## src/rtl/xps2_rx_pkg.sv

```systemverilog
//------------------------------------------------------------------------------
// Module : xps2_rx_pkg
// Brief  : Shared register map, status/control bit positions and receiver
//          state encoding for the PS/2 receiver peripheral.
// Rev    : 1.0
//------------------------------------------------------------------------------
`default_nettype none

package xps2_rx_pkg;

    localparam logic [1:0] PS2_DATA   = 2'd0;
    localparam logic [1:0] PS2_STATUS = 2'd1;
    localparam logic [1:0] PS2_CTRL   = 2'd2;

    localparam int STAT_NOT_EMPTY = 0;
    localparam int STAT_FULL      = 1;
    localparam int STAT_PERR      = 2;
    localparam int STAT_FERR      = 3;
    localparam int STAT_OVF       = 4;
    localparam int STAT_COUNT_LSB = 8;

    localparam int CTRL_CLR_ERR = 0;
    localparam int CTRL_FLUSH   = 1;

    typedef enum logic [1:0] {
        RX_IDLE   = 2'd0,
        RX_DATA   = 2'd1,
        RX_PARITY = 2'd2,
        RX_STOP   = 2'd3
    } rx_state_t;

    // Odd parity: data bits plus parity bit must hold an odd number of ones.
    function automatic logic odd_parity_ok(input logic [7:0] d, input logic p);
        return ^{d, p};
    endfunction

endpackage

`default_nettype wire

```

## src/rtl/xps2_rx_xfifo.sv

```systemverilog
//------------------------------------------------------------------------------
// Module : xps2_rx_xfifo
// Brief  : Synchronous FIFO with push, pop, flush, head, count, full, empty.
// Rev    : 1.0
//------------------------------------------------------------------------------
`default_nettype none

module xps2_rx_xfifo #(
    parameter int WIDTH = 8,
    parameter int DEPTH = 8
) (
    input  logic                     clk,
    input  logic                     rst_n,
    input  logic                     i_push,
    input  logic [WIDTH-1:0]         i_data,
    input  logic                     i_pop,
    input  logic                     i_flush,
    output logic [WIDTH-1:0]         o_head,
    output logic [$clog2(DEPTH):0]   o_count,
    output logic                     o_full,
    output logic                     o_empty
);

    localparam int AW = $clog2(DEPTH);
    localparam int CW = AW + 1;

    logic [WIDTH-1:0] r_mem [DEPTH];
    logic [AW-1:0]    r_wptr;
    logic [AW-1:0]    r_rptr;
    logic [CW-1:0]    r_count;
    logic             w_do_push;
    logic             w_do_pop;

    assign o_full  = (r_count == CW'(DEPTH));
    assign o_empty = (r_count == '0);
    assign o_count = r_count;
    assign o_head  = r_mem[r_rptr];

    // A full FIFO still accepts a push when the head leaves in the same cycle.
    assign w_do_pop  = i_pop & ~o_empty;
    assign w_do_push = i_push & (~o_full | w_do_pop);

    always_ff @(posedge clk or negedge rst_n) begin
        if (!rst_n) begin
            r_wptr  <= '0;
            r_rptr  <= '0;
            r_count <= '0;
        end else if (i_flush) begin
            r_wptr  <= '0;
            r_rptr  <= '0;
            r_count <= '0;
        end else begin
            if (w_do_push) r_wptr <= r_wptr + 1'b1;
            if (w_do_pop)  r_rptr <= r_rptr + 1'b1;
            case ({w_do_push, w_do_pop})
                2'b10:   r_count <= r_count + 1'b1;
                2'b01:   r_count <= r_count - 1'b1;
                default: r_count <= r_count;
            endcase
        end
    end

    always_ff @(posedge clk) begin
        if (w_do_push && !i_flush) r_mem[r_wptr] <= i_data;
    end

endmodule

`default_nettype wire

```

## src/rtl/xps2_rx.sv

```systemverilog
//------------------------------------------------------------------------------
// Module : xps2_rx
// Brief  : PS/2 keyboard receiver with scan-code FIFO and bus registers.
// Rev    : 1.0
//------------------------------------------------------------------------------
`default_nettype none

module xps2_rx
    import xps2_rx_pkg::*;
#(
    parameter int DATA_W     = 32,
    parameter int FIFO_DEPTH = 8,
    parameter int FILT       = 4,
    parameter int TIMEOUT    = 100000
) (
    input  logic              clk,
    input  logic              rst,
    input  logic              sel,
    input  logic              we,
    input  logic [1:0]        addr,
    input  logic [DATA_W-1:0] data_in,
    output logic [DATA_W-1:0] data_out,
    input  logic              ps2_clk,
    input  logic              ps2_data,
    output logic              irq
);

    localparam int CW = $clog2(FIFO_DEPTH) + 1;
    localparam int FW = $clog2(FILT + 1);
    localparam int TW = $clog2(TIMEOUT + 1);

    logic            r_clk_s1, r_clk_s2, r_dat_s1, r_dat_s2;
    logic            r_filt;
    logic [FW-1:0]   r_fcnt;
    logic            w_flip;
    logic            w_fall;

    rx_state_t       r_state;
    logic [7:0]      r_shift;
    logic [2:0]      r_bitcnt;
    logic            r_par;
    logic [TW-1:0]   r_tcnt;
    logic            r_push;
    logic [7:0]      r_push_data;
    logic            r_set_perr;
    logic            r_set_ferr;

    logic            r_perr, r_ferr, r_ovf, r_irq;
    logic [7:0]      w_head;
    logic [CW-1:0]   w_count;
    logic            w_full, w_empty;
    logic            w_pop, w_ctrl_wr, w_clr, w_flush, w_ovf_set;
    logic [DATA_W-1:0] w_rd;
    logic            w_unused_data;

    always_ff @(posedge clk or negedge rst) begin
        if (!rst) begin
            r_clk_s1 <= 1'b1;
            r_clk_s2 <= 1'b1;
            r_dat_s1 <= 1'b1;
            r_dat_s2 <= 1'b1;
        end else begin
            r_clk_s1 <= ps2_clk;
            r_clk_s2 <= r_clk_s1;
            r_dat_s1 <= ps2_data;
            r_dat_s2 <= r_dat_s1;
        end
    end

    // Filtered clock flips only after FILT consecutive samples disagree with it.
    assign w_flip = (r_clk_s2 != r_filt) && (r_fcnt == FW'(FILT - 1));
    assign w_fall = w_flip & r_filt;

    always_ff @(posedge clk or negedge rst) begin
        if (!rst) begin
            r_filt <= 1'b1;
            r_fcnt <= '0;
        end else if (r_clk_s2 == r_filt) begin
            r_fcnt <= '0;
        end else if (w_flip) begin
            r_filt <= r_clk_s2;
            r_fcnt <= '0;
        end else begin
            r_fcnt <= r_fcnt + 1'b1;
        end
    end

    always_ff @(posedge clk or negedge rst) begin
        if (!rst) begin
            r_state     <= RX_IDLE;
            r_shift     <= '0;
            r_bitcnt    <= '0;
            r_par       <= 1'b0;
            r_tcnt      <= '0;
            r_push      <= 1'b0;
            r_push_data <= '0;
            r_set_perr  <= 1'b0;
            r_set_ferr  <= 1'b0;
        end else begin
            r_push     <= 1'b0;
            r_set_perr <= 1'b0;
            r_set_ferr <= 1'b0;
            if (r_state == RX_IDLE || w_fall) r_tcnt <= '0;
            else                              r_tcnt <= r_tcnt + 1'b1;

            if (r_state != RX_IDLE && !w_fall && r_tcnt == TW'(TIMEOUT - 1)) begin
                r_state    <= RX_IDLE;
                r_set_ferr <= 1'b1;
                r_tcnt     <= '0;
            end else if (w_fall) begin
                case (r_state)
                    RX_IDLE: begin
                        if (!r_dat_s2) begin
                            r_state  <= RX_DATA;
                            r_bitcnt <= '0;
                        end
                    end
                    RX_DATA: begin
                        r_shift  <= {r_dat_s2, r_shift[7:1]};
                        r_bitcnt <= r_bitcnt + 1'b1;
                        if (r_bitcnt == 3'd7) r_state <= RX_PARITY;
                    end
                    RX_PARITY: begin
                        r_par   <= r_dat_s2;
                        r_state <= RX_STOP;
                    end
                    RX_STOP: begin
                        r_state     <= RX_IDLE;
                        r_push_data <= r_shift;
                        r_push      <= r_dat_s2 & odd_parity_ok(r_shift, r_par);
                        r_set_perr  <= ~odd_parity_ok(r_shift, r_par);
                        r_set_ferr  <= ~r_dat_s2;
                    end
                    default: r_state <= RX_IDLE;
                endcase
            end
        end
    end

    assign w_pop     = sel & ~we & (addr == PS2_DATA) & ~w_empty;
    assign w_ctrl_wr = sel & we & (addr == PS2_CTRL);
    assign w_clr     = w_ctrl_wr & data_in[CTRL_CLR_ERR];
    assign w_flush   = w_ctrl_wr & data_in[CTRL_FLUSH];
    assign w_ovf_set = r_push & w_full & ~w_pop & ~w_flush;
    assign w_unused_data = ^data_in[DATA_W-1:2];

    xps2_rx_xfifo #(
        .WIDTH (8),
        .DEPTH (FIFO_DEPTH)
    ) u_fifo (
        .clk     (clk),
        .rst_n   (rst),
        .i_push  (r_push),
        .i_data  (r_push_data),
        .i_pop   (w_pop),
        .i_flush (w_flush),
        .o_head  (w_head),
        .o_count (w_count),
        .o_full  (w_full),
        .o_empty (w_empty)
    );

    // A fresh error in the same cycle as a clear keeps its flag set.
    always_ff @(posedge clk or negedge rst) begin
        if (!rst) begin
            r_perr <= 1'b0;
            r_ferr <= 1'b0;
            r_ovf  <= 1'b0;
            r_irq  <= 1'b0;
        end else begin
            r_perr <= (r_perr & ~w_clr) | r_set_perr;
            r_ferr <= (r_ferr & ~w_clr) | r_set_ferr;
            r_ovf  <= (r_ovf  & ~w_clr) | w_ovf_set;
            r_irq  <= ~w_empty;
        end
    end

    always_comb begin
        w_rd = '0;
        case (addr)
            PS2_DATA: begin
                if (!w_empty) w_rd[7:0] = w_head;
            end
            PS2_STATUS: begin
                w_rd[STAT_NOT_EMPTY]          = ~w_empty;
                w_rd[STAT_FULL]               = w_full;
                w_rd[STAT_PERR]               = r_perr;
                w_rd[STAT_FERR]               = r_ferr;
                w_rd[STAT_OVF]                = r_ovf;
                w_rd[STAT_COUNT_LSB +: CW]    = w_count;
            end
            default: w_rd = '0;
        endcase
    end

    assign data_out = w_rd;
    assign irq      = r_irq;

endmodule

`default_nettype wire

```

## config.mk

```make
export PLATFORM = sky130hd
export DESIGN_NAME = xps2_rx
export DESIGN_NICKNAME = d
export VERILOG_FILES = /design/src/rtl/xps2_rx_pkg.sv /design/src/rtl/xps2_rx_xfifo.sv /design/src/rtl/xps2_rx.sv
export SDC_FILE = /design/constraint.sdc
export NUM_CORES = 1
export LEC_CHECK = 0
export BUFFER_PORTS_ARGS = -buffer_cell sky130_fd_sc_hd__buf_4
export CORE_MARGIN = 4
export CORE_UTILIZATION = 52
export DETAILED_ROUTE_END_ITERATION = 8
export PLACE_DENSITY = 0.75
export SYNTH_ARGS = -nofsm -noshare
export SYNTH_HDL_FRONTEND = slang
export SYNTH_HIERARCHICAL = 1
export SYNTH_SLANG_ARGS = --single-unit
```

## constraint.sdc

```tcl
create_clock -name clk -period 2.79 [get_ports clk]
set_input_delay 0.558 -clock clk [delete_from_list [all_inputs] [get_ports clk]]
set_output_delay 0.558 -clock clk [all_outputs]
set_load 0.03 [all_outputs]
```

### Word level (Yosys, flattened, before mapping)

Memories as Yosys holds them, arrays and structs flattened.
Index checks and enable logic that the tools add are counted.

* memories: 1
* RAM bits: 64
* bits of input ports: 40
* output and inout bits: 33
* logic and storage cells: 132
* bits in registers: 64

Memories
* u_fifo.r_mem: depth 8, bits a word 8, rd ports 1, clocked after Yosys merged registers in 0, wr ports 1, RTL line xps2_rx_xfifo.sv:27 `logic [WIDTH-1:0] r_mem [DEPTH];`

* bitwise logic cells: 31
* multiplexer cells: 32
* reductions and logical operators: 23
* add/sub/neg operators: 7
* eq/ne operators: 16

Operators by type and width (count)
* $mux 17: 2
* $mux 3: 8
* $add 17x1->17 const B: 1
* $and 1x1->1: 17
* $eq 17x17->1 const B: 1
* $add 3x1->3 const B: 4
* $reduce_and 3->1: 4
* $mux 1: 11
* $not 1->1: 10
* $pmux 5 s2: 1
* $reduce_bool 2->1: 5
* $reduce_xor 9->1: 1
* $eq 2x2->1 const B: 4
* $mux 2: 4
* $mux 4: 2
* $mux 8: 1
* $pmux 2 s4: 1
* $pmux 4 s2: 1
* $eq 2x1->1 const B: 3
* $pmux 3 s2: 1
* $add 4x1->4 const B: 1
* $eq 4x4->1 const B: 1
* $logic_and 1x1->1: 4
* $logic_not 2->1: 2
* other kinds (15): 19

### Logic depth before layout (Yosys ltp)

Gate-level depths: netlist (run 1).

* depth in word-level cells: 10
* depth in mapped cells: 12
* depth with buffers taken out: 11

### Cells and area by module

The synthesis (run 1) kept the hierarchy.

By module, submodules not included
* xps2_rx_xfifo: seq. area each 2172.1 µm², instances 1, area each 3186.8 µm², cells an instance 170
* xps2_rx: seq. area each 1357.6 µm², instances 1, area each 2738.9 µm², cells an instance 250

### Worst setup path after synthesis (run 1)

No wires, ideal clock.

* kind: register to register
* from: reg u_fifo.r_count[0] (netlist: u_fifo/o_count[0])
* to: mem u_fifo.r_mem[0][0], enable pin
* arrival: 2.602 ns
* cell stages (with the launch flop): 9
* path buffers: 1
* clock period less this slack: 3.000 ns
* required time: 2.392 ns
* slack: -0.210 ns
* setup time: 0.398 ns
* cell sequence: dfrtp_1 or3_1 buf_2 nor2_1 nor3_1 and3b_1 nand2b_1 o21ai_4 nor4b_1

* cells in the longest elaborated chain, start to end: 9
* elaborated cells between the ends (all ways): 11
* classes of those cells: eq/ne (1); mux (2); bitwise (6); reduce/logical (2)

Ends and longest elaborated chain
* start, declared: RTL line xps2_rx_xfifo.sv:30 `logic [CW-1:0] r_count;`
* start signal, assigned: RTL line xps2_rx_xfifo.sv:56 `2'b10: r_count <= r_count + 1'b1;`
* start signal, assigned: RTL line xps2_rx_xfifo.sv:57 `2'b01: r_count <= r_count - 1'b1;`
* start signal, assigned: RTL line xps2_rx_xfifo.sv:58 `default: r_count <= r_count;`
* $logic_not 4->1: RTL line xps2_rx_xfifo.sv:35 `assign o_empty = (r_count == '0);`
* named net w_empty: RTL line xps2_rx.sv:51 `logic w_full, w_empty;`
* $not 1->1: RTL line xps2_rx.sv:140 `assign w_pop = sel & ~we & (addr == PS2_DATA) & ~w_empty;`
* $and 1x1->1: RTL line xps2_rx.sv:140
* named net w_pop: RTL line xps2_rx.sv:52 `logic w_pop, w_ctrl_wr, w_clr, w_flush, w_ovf_set;`
* $and 1x1->1: RTL line xps2_rx_xfifo.sv:40 `assign w_do_pop = i_pop & ~o_empty;`
* $or 1x1->1: RTL line xps2_rx_xfifo.sv:41 `assign w_do_push = i_push & (~o_full | w_do_pop);`
* $and 1x1->1: RTL line xps2_rx_xfifo.sv:41
* $logic_and 1x1->1: RTL line xps2_rx_xfifo.sv:64 `if (w_do_push && !i_flush) r_mem[r_wptr] <= i_data;`
* $mux 1: RTL line xps2_rx_xfifo.sv:64
* $mux 1 (not written as such): RTL line xps2_rx_xfifo.sv:64
* end, declared: RTL line xps2_rx_xfifo.sv:27

The timed path passes the listed nets, and every way through them passes these cells.

### Worst setup path after layout (run 1)

* from: reg u_fifo.r_rptr[0]
* to: out data_out[3]

* cells in the longest elaborated chain, start to end: 3

Ends and longest elaborated chain
* start, declared: RTL line xps2_rx_xfifo.sv:29 `logic [AW-1:0] r_rptr;`
* start signal, assigned: RTL line xps2_rx_xfifo.sv:54 `if (w_do_pop) r_rptr <= r_rptr + 1'b1;`
* $mem_v2 8x8
* named net w_head[3]: RTL line xps2_rx.sv:49 `logic [7:0] w_head;`
* $mux 8: RTL line xps2_rx.sv:182 `if (!w_empty) w_rd[7:0] = w_head;`
* $pmux 5 s2: RTL line xps2_rx.sv:180 `case (addr)`
* end, declared: RTL line xps2_rx.sv:22 `output logic [DATA_W-1:0] data_out,`

The timed path passes the listed nets, and every way through them passes these cells.

==> results of run 1 <==
-- registers in the layout (all words and copies together), names as in the netlist, 2 cells and up --
| register | flops |
|---|---|
| r_bitcnt | 3 |
| r_fcnt | 3 |
| r_push_data | 8 |
| r_shift | 8 |
| r_state | 2 |
| r_tcnt | 17 |
| u_fifo/o_count | 4 |
| u_fifo/r_mem | 64 |
| u_fifo/r_rptr | 3 |
| u_fifo/r_wptr | 3 |
-- cell families after synthesis --
| logic type | Yosys count |
|---|---|
| and+or+nand+nor | 127 |
| DFF | 128 |
| AOI/OAI and AO/OA | 40 |
| muxes | 42 |
| buffers and inverters | 40 |
| adders and majority gates | 14 |
| xor gates and xnor gates | 28 |
| other | 1 |
-- layer usage --
metal / track usage, % / part of all wire [%] / vias to the layer above / routed length, um
met5: 0 / 0 / - / 0
met4: 7.59 / 1.9 / 0 / 214
li1: - / - / 1622 / -
met3: 4.79 / 4.1 / 14 / 464
met2: 31.4 / 52 / 70 / 5900
met1: 21.6 / 42 / 1777 / 4690
-- power by group --
group	total (mW)	leakage (nW)	internal, mW	switching [mW]
combinational	0.376	1.14	0.128	0.247
clock	2.28	0.292	1.49	0.788
sequential	2.09	1.51	2.04	0.0498
-- worst max-delay path, stage by stage (launching register included) --
cell and delay [ps]:
dfrtp_2 440, mux4_1 570, mux2_2 280, nor3b_1 160, a21oi_1 150, nor2_1 60, buf_4 160
-- how the worst min path moves through the flow --
stage	to	depth (start not counted)	from	slack, ps
final	r_push_data[5]	1	rst	250
after global routing	r_clk_s1	1	ps2_clk	250
after CTS	r_dat_s1	1	ps2_data	240
after detailed placement	r_clk_s2	0	r_clk_s1	350
after global placement	r_dat_s2	0	r_dat_s1	350
after floorplan	irq	0	rst	260
-- through the flow --
step	worst slack [ps]	cell area, sq um
2_1_floorplan	-4.62	6020
3_3_place_gp	126	6270
3_5_place_dp	63.0	6270
4_1_cts	-17.0	6900
5_1_grt	-55.3	6930
6_report	3.42	6930
-- synth_stat cells (2+ instances only) --
| cell type | number | share of area [%] |
|---|---|---|
| edfxtp_1 | 64 | 32 |
| dfrtp_1 | 59 | 25 |
| nor2_1 | 40 | 2.5 |
| mux2_2 | 24 | 4.6 |
| buf_4 | 21 | 2.7 |
| nand2_1 | 20 | 1.3 |
| mux4_1 | 16 | 7.1 |
| xnor2_1 | 14 | 2.1 |
| ha_1 | 13 | 2.7 |
| xor2_1 | 13 | 1.9 |
| nor3_1 | 11 | 0.93 |
| and2_1 | 10 | 1.1 |
| buf_2 | 7 | 0.59 |
| a21oi_1 | 6 | 0.51 |
| nor2b_1 | 6 | 0.63 |
| o21ai_0 | 6 | 0.51 |
| a211oi_1 | 5 | 0.63 |
| dfstp_2 | 5 | 2.2 |
| inv_1 | 5 | 0.32 |
| nand3_1 | 5 | 0.42 |
| nand4_1 | 5 | 0.53 |
| nor3b_1 | 4 | 0.51 |
| o211ai_1 | 4 | 0.51 |
| a21o_1 | 3 | 0.38 |
| a22oi_1 | 3 | 0.38 |
| a31oi_1 | 3 | 0.32 |
| clkbuf_1 | 3 | 0.19 |
| nor4_1 | 3 | 0.32 |
| nor4b_1 | 3 | 0.44 |
| and4_1 | 2 | 0.30 |
| mux2i_1 | 2 | 0.34 |
| nand2b_1 | 2 | 0.21 |
| nor4bb_1 | 2 | 0.34 |
| o31ai_1 | 2 | 0.25 |
| or4_1 | 2 | 0.25 |
-- final cells by class --
class	count	area [sq um]
multi-input combinational	271	2240
sequential	128	3530
inverter	5	18.8
fill	786	4050
clock buffer	18	429
timing repair buffer	45	349
tap	140	175
clock inverter	14	190
-- repair_timing --
| item | 4_1_cts | 5_1_grt |
|---|---|---|
| endpoints found under the setup margin | 6 | 8 |
| pin swaps | 0 | 2 |
| buffers inserted | 0 | 2 |
| gates resized for setup | 5 | 8 |
==> results.json, run 1 <==
{
  "status": "finished clean",
  "layout_common_cells": "edfxtp_1 (64), dfrtp_1 (58), buf_4 (43)",
  "synth.distinct_cells": 62,
  "cts_num_sinks": 128,
  "async_reset_ff_share_pct": 50.0,
  "wirelength_um": 11300,
  "worstPathRequired_ps": 2230,
  "synth_area_per_cell_sq_um": 14.1,
  "synth_compound_area_share_pct": 4.88,
  "ir_drop_mv": 0.582,
  "gr-total-overflow": 0,
  "synth_top_family_by_area": "multiplexers",
  "fin_worst_skew_ps": 7.50,
  "fin_total_pwr_mw": 4.74,
  "synth.area.mux_share_pct": 12.0,
  "antenna_found_initial": 0,
  "gp_congestion": 0.872,
  "timing.reg2reg.setup_slack_ps": 70,
  "synth-seq-cells": 128,
  "setup_tns_ps": 0,
  "synth_top_flop_cell": "edfxtp_1",
  "vias": 3483,
  "cts.htree.levels": 4,
  "final_common_cell": "edfxtp_1",
  "cellPowerDensity_mw_per_mm2": 684,
  "crit_type": "flip-flop to output pin",
  "synthAdderAreaFrac_pct": 3.08,
  "io_pins": 73,
  "cts-root-buf": "clkbuf_16",
  "port_buffers": 22,
  "critPathLaunch": "u_fifo/r_rptr[0]",
  "cts_tree": "yes",
  "clk_pin_slew_worst_paths_ps": 60,
  "relSlewSlack_pct": 45.3,
  "syn_area_sq_mm": 0.00593,
  "track_usage_pct": 18.2,
  "fin_crit_sh_pct": 99.9,
  "yosys.area_share.simple_pct": 11.6,
  "ant_nets": 0,
  "diodes": 0,
  "finalSetupViolCount": 0,
  "r2r_start": "u_fifo/o_count[1]",
  "drv_slew": 0,
  "startpoint_type": "flip-flop",
  "timing.final.hold_violations": 0,
  "final_util_pct": 63.1,
  "fmax_mhz": 359,
  "worstRegToRegCells": 11,
  "cp.arrival_ps": 2230,
  "fin_cells": 621,
  "synth_edf_count": 64,
  "die_y_um": 115,
  "path_max_fanout": 4,
  "nets": 522,
  "r2r-end": "u_fifo/o_count[3]",
  "cp-end-kind": "output pin",
  "die_area_sq_mm": 0.0132,
  "drc": 0,
  "wl_per_cell_um": 18.1,
  "endpoint": "data_out[3]",
  "cts_buffer_depth": 2,
  "drt-vias-per-instance": 5.61,
  "worstMarginPinSlew_ps": 821,
  "drive_gt1_share_pct": 26.6,
  "cts_made_buffers": 17,
  "period_minus_slack_ps": 2790,
  "placementRows": 38,
  "coreArea_sq_mm": 0.0110,
  "synth_cells": 420,
  "clk_latency_ps": 410,
  "grt_pass1_vias": 3603,
  "area_delta_synth_final_pct": 16.9,
  "grt_max_degree": 65,
  "drtPass1Iterations": 4,
  "grt_first_pass_wirelength_um": 18100,
  "drv_cap": 0,
  "start_util_pct": 54.0,
  "synth_xor_area_share_pct": 4.37,
  "cts_hold_buf": 0,
  "drt_iter0_drc": 215,
  "power_leakage_nw": 2.94,
  "ys_warn_count": 6,
  "yosysSeqAreaShare_pct": 59.6,
  "dp_cells": 587,
  "fin_hold_ws_ps": 254,
  "rsz0062_at_grt": "true",
  "dpl.hpwl_um": 7380,
  "dieWidth_um": 115,
  "hp-class": "input port to async pin"
}
Power figures use the tool's default switching activity.
==> inputs of run 2 (changes only) <==
--- a/config.mk
+++ b/config.mk
@@ -6,9 +6,9 @@
 export NUM_CORES = 1
 export LEC_CHECK = 0
 export BUFFER_PORTS_ARGS = -buffer_cell sky130_fd_sc_hd__buf_4
-export CORE_MARGIN = 4
 export CORE_UTILIZATION = 52
 export DETAILED_ROUTE_END_ITERATION = 8
+export HOLD_SLACK_MARGIN = 0.08
 export PLACE_DENSITY = 0.75
 export SYNTH_ARGS = -nofsm -noshare
 export SYNTH_HDL_FRONTEND = slang
==> run 2 against run 1 <==
  * Utilization is 0.10 points lower
  * Worst setup slack improved by 31 ps
  * Clock-buffer cell count decreased by 1
  * Sequential share of layout area up 0.10 points
  * Fmax is 1.1% higher
  * Largest cell class unchanged
==> results.json, run 2 (same netlist as run 1, synthesis figures left out) <==
{
  "finalSetupViolCount": 0,
  "cts_buffer_depth": 2,
  "vias": 3516,
  "status": "finished clean",
  "io_pins": 73,
  "diodes": 0,
  "period_minus_slack_ps": 2760,
  "fin_cells": 624,
  "clk_latency_ps": 410,
  "cellPowerDensity_mw_per_mm2": 640,
  "drive_gt1_share_pct": 29.3,
  "startpoint_type": "flip-flop",
  "antenna_found_initial": 0,
  "power_leakage_nw": 2.92,
  "rsz0062_at_grt": "true",
  "wirelength_um": 11000,
  "hp-class": "input port to async pin",
  "fin_worst_skew_ps": 9.60,
  "die_area_sq_mm": 0.0118,
  "grt_pass1_vias": 3586,
  "track_usage_pct": 20.2,
  "pre_cts_slack_ps": 67.3,
  "drv_slew": 0,
  "fmax_mhz": 363,
  "drtPass1Iterations": 5,
  "final_common_cell": "edfxtp_1",
  "drt_iter0_drc": 179,
  "cts-root-buf": "clkbuf_16",
  "regMostFlops": "u_fifo/r_mem",
  "cts_made_buffers": 17,
  "placementRows": 38,
  "crit_type": "flip-flop to output pin",
  "p_int_mw": 3.31,
  "area_delta_synth_final_pct": 16.7,
  "worstPathRequired_ps": 2230,
  "nets": 526,
  "drv_cap": 0,
  "sw_frac_of_total_pct": 25.2,
  "cp.arrival_ps": 2200,
  "start_util_pct": 54.0,
  "timing.final.hold_violations": 0,
  "gp_congestion": 0.801,
  "clk_pin_slew_worst_paths_ps": 60,
  "worstMarginPinSlew_ps": 843,
  "dpl.hpwl_um": 6810,
  "fin_crit_sh_pct": 98.8,
  "ant_nets": 0,
  "top_regs": "u_fifo/r_mem: 64 flops, r_tcnt: 17 flops",
  "combPwrFrac_pct": 8.5,
  "gr-total-overflow": 0,
  "coreArea_sq_mm": 0.0110,
  "path_max_fanout": 8,
  "cts_tree": "yes",
  "layout_common_cells": "edfxtp_1 (64), dfrtp_1 (57), buf_4 (43)",
  "cts.htree.levels": 4,
  "wl_per_cell_um": 17.7,
  "cts_hold_buf": 0,
  "drt-vias-per-instance": 5.63,
  "fin_ws_ps": 34.8,
  "p_clk_share_pct": 44.4,
  "grt_first_pass_wirelength_um": 17600,
  "dieWidth_um": 109,
  "fin_total_pwr_mw": 4.43,
  "switchingPower_mw": 1.12,
  "die_y_um": 109,
  "port_buffers": 22,
  "ir_drop_mv": 0.455,
  "relSlewSlack_pct": 43.8,
  "drc": 0,
  "seq_power_share_pct": 47.1,
  "largest_reg_flops": 64,
  "dp_cells": 586,
  "cts_num_sinks": 128,
  "cp-end-kind": "output pin",
  "grt_max_degree": 65
}
run 2: cell types whose count changed in the layout (fill, tap and decap cells not counted), moves of 2 or more:
cell / change
mux4_2: +4
inv_6: +3
a22oi_2: +2
mux2_4: +2
and2_4: +2
a22oi_1: -2
mux4_1: -4
buf_12: +2
bufinv_16: -4
and2_1: -2
mux2_2: -2
buf_6: +3
run 2: power by group through the flow:
stage / Sequential, mW / Clock (mW) / Combinational (mW)
after floorplan: 2.11 / 0 / 0.293
after global placement: 2.12 / 0 / 0.354
after detailed placement: 2.12 / 0 / 0.368
after CTS: 2.08 / 2.00 / 0.380
after global routing: 2.09 / 2.08 / 0.425
final: 2.08 / 1.97 / 0.377
run 2: repair_timing:
action / in CTS / in global routing
cloned: 1 / 0
hold endpoints to repair: 0 / 0
pin swaps: 0 / 2
setup buffers: 4 / 3
setup endpoints to repair: 4 / 9
resized for setup: 18 / 9
run 2: metal layers:
metal | vias to the layer above | share of wire (%) | global-route usage [%]
met1 | 1771 | 42 | 24.8
met5 | - | 0 | 0
met4 | 0 | 1.4 | 7.82
met3 | 15 | 4.5 | 4.90
li1 | 1630 | - | -
met2 | 100 | 52 | 34.5
run 2: area by class of cell:
cell class | count | area, sq um
Sequential cell | 128 | 3530
Multi-Input combinational cell | 271 | 2250
Tap cell | 140 | 175
Clock buffer | 17 | 425
Inverter | 5 | 18.8
Clock inverter | 14 | 109
Fill cell | 811 | 4070
Timing Repair Buffer | 49 | 408
run 2: through the flow:
| stage | hold WS (ps) | util (%) | setup TNS (ps) | instance area (sq um) |
|---|---|---|---|---|
| after floorplan | 262 | - | -4.62 | 6020 |
| after global placement | 346 | 57.2 | 0 | 6280 |
| after detailed placement | 347 | 57.2 | 0 | 6280 |
| after CTS | 243 | 62.8 | -31.7 | 6900 |
| after global routing | 237 | 63.0 | -77.2 | 6920 |
| final | 249 | 63.0 | 0 | 6920 |
run 2: worst max-delay path, stage by stage, from the launching register on:
cell and delay [ps]:
dfrtp_2 390, buf_12 140, mux4_2 520, mux2_4 270, nor3b_4 160, a21oi_2 90, nor2_1 50, buf_4 160
run 2: path summary, 6_finish.rpt:
path / start / endpoint / slack (ps) / cells after the start
setup / recovery: u_fifo/r_rptr[0] / data_out[3] / 30 / 7
setup reg to reg: u_fifo/o_count[1] / u_fifo/o_count[3] / 90 / 11
max in group asynchronous: rst / u_fifo/r_rptr[1] / 1930 / 1
hold reg to reg: r_clk_s1 / r_clk_s2 / 350 / 0
min in group clk: ps2_clk / r_clk_s1 / 260 / 1
hold / removal: rst / r_push_data[5] / 250 / 1
==> inputs of run 3 (changes only) <==
--- a/config.mk
+++ b/config.mk
@@ -9,6 +9,7 @@
 export CORE_UTILIZATION = 52
 export DETAILED_ROUTE_END_ITERATION = 8
 export HOLD_SLACK_MARGIN = 0.08
+export MAX_ROUTING_LAYER = met4
 export PLACE_DENSITY = 0.75
 export SYNTH_ARGS = -nofsm -noshare
 export SYNTH_HDL_FRONTEND = slang
==> run 3 against run 2 <==
  * Combinational power about the same
  * Worst hold slack better by 3.3 ps
  * Critical path type unchanged
  * Highest routed layer unchanged
  * Sequential cell count unchanged
  * Critical path depth unchanged
  * Clock skew about the same
  * Die area unchanged
==> results.json, run 3 (same netlist as run 1, synthesis figures left out) <==
{
  "status": "finished clean",
  "clk_pin_slew_worst_paths_ps": 60,
  "final_common_cell": "edfxtp_1",
  "clk_latency_ps": 410,
  "fin_total_pwr_mw": 4.43,
  "timing.final.hold_violations": 0,
  "top_regs": "u_fifo/r_mem: 64 flops, r_tcnt: 17 flops",
  "drv_cap": 0,
  "drt-vias-per-instance": 5.62,
  "period_minus_slack_ps": 2750,
  "vias": 3504,
  "cts.htree.levels": 4,
  "cts_buffer_depth": 2,
  "crit_slowest_cell": "mux4_2",
  "relSlewSlack_pct": 44.0,
  "dp_cells": 586,
  "cts_made_buffers": 17,
  "dieWidth_um": 109,
  "drc": 0,
  "startpoint_type": "flip-flop",
  "cp-end-kind": "output pin",
  "hp-class": "input port to async pin",
  "gp_congestion": 0.812,
  "cp.arrival_ps": 2190,
  "grt_first_pass_wirelength_um": 17600,
  "rsz0062_at_grt": "true",
  "diodes": 0,
  "placementRows": 38,
  "start_util_pct": 54.0,
  "worstPathRequired_ps": 2230,
  "drive_gt1_share_pct": 29.3,
  "coreArea_sq_mm": 0.0110,
  "nets": 526,
  "fillCellCount": 811,
  "cts-root-buf": "clkbuf_16",
  "die_area_sq_mm": 0.0118,
  "cts_num_sinks": 128,
  "dpl.hpwl_um": 6810,
  "io_pins": 73,
  "finalSetupViolCount": 0,
  "cellPowerDensity_mw_per_mm2": 640,
  "cpPeakStageDelay_ps": 520,
  "wl_per_cell_um": 17.5,
  "final_util_pct": 63.0,
  "largest_reg_flops": 64,
  "grt_pass1_vias": 3580,
  "pre_cts_slack_ps": 67.3,
  "port_buffers": 22,
  "path_max_fanout": 8,
  "drv_slew": 0,
  "cts_tree": "yes",
  "fin_worst_skew_ps": 9.87,
  "die_y_um": 109,
  "fin_cells": 624,
  "crit_type": "flip-flop to output pin",
  "fin_hold_ws_ps": 253,
  "drt_iter0_drc": 213,
  "worstMarginPinSlew_ps": 840,
  "regMostFlops": "u_fifo/r_mem",
  "wirelength_um": 10900,
  "antenna_found_initial": 0,
  "grt_max_degree": 65,
  "fin_crit_sh_pct": 98.6,
  "fin_ws_ps": 39.2,
  "placed_area_sq_mm": 0.00628,
  "ir_drop_mv": 0.455,
  "final_area_sq_mm": 0.00692,
  "drtPass1Iterations": 5,
  "track_usage_pct": 20.8,
  "power_leakage_nw": 2.92,
  "crit_chain": "buf_12 > mux4_2 > mux2_4 > nor3b_4 > a21oi_2 > nor2_1 > buf_4",
  "fmax_mhz": 364,
  "setup_tns_ps": 0,
  "gr-total-overflow": 0,
  "timing.reg2reg.setup_slack_ps": 90,
  "layout_common_cells": "edfxtp_1 (64), dfrtp_1 (57), buf_4 (43)",
  "area_delta_synth_final_pct": 16.7,
  "ant_nets": 0,
  "cts_hold_buf": 0
}
run 3: path summary, 6_finish.rpt:
path                            depth (start not counted)                end              start
worst max-delay path                                    7        data_out[3]   u_fifo/r_rptr[0]
worst min-delay path                                    1     r_push_data[5]                rst
worst max register to register                         11  u_fifo/o_count[3]  u_fifo/o_count[1]
worst min register to register                          0           r_clk_s2           r_clk_s1
max in group asynchronous                               1   u_fifo/r_rptr[1]                rst
min in group clk                                        1           r_clk_s1            ps2_clk
run 3: layout make-up:
cell class | instances | area (sq um) | area share [%]
clock inverter | 14 | 109 | 1.57
sequential | 128 | 3530 | 51.1
multi-input combinational | 271 | 2250 | 32.5
clock buffer | 17 | 425 | 6.15
inverter | 5 | 18.8 | 0.271
tap | 140 | 175 | 2.53
timing repair buffer | 49 | 408 | 5.90
run 3: power breakdown:
| group | total (mW) | internal [mW] | switching (mW) | leakage, nW |
|---|---|---|---|---|
| registers | 2.08 | 2.04 | 0.0474 | 1.51 |
| clock network | 1.97 | 1.14 | 0.824 | 0.252 |
| logic | 0.379 | 0.133 | 0.246 | 1.15 |
run 3: what timing repair did:
item	CTS	global route
buffers inserted	4	3
pin swaps	0	2
gates cloned	1	0
setup endpoints to repair	4	9
gates resized for setup	18	9
run 3: critical path: cells and delay by family, from the launching register on:
| family | cells | cell delay [ps] |
|---|---|---|
| simple gates | 2 | 210 |
| buf+inv | 2 | 300 |
| compound gates | 1 | 100 |
| flops | 1 | 390 |
| mux | 2 | 790 |
run 3: layer usage:
layer  wire (um)  GRT usage [%]
met4         178           7.82
met3         617           4.90
met5           0              -
met2        5660           34.4
met1        4500           24.9
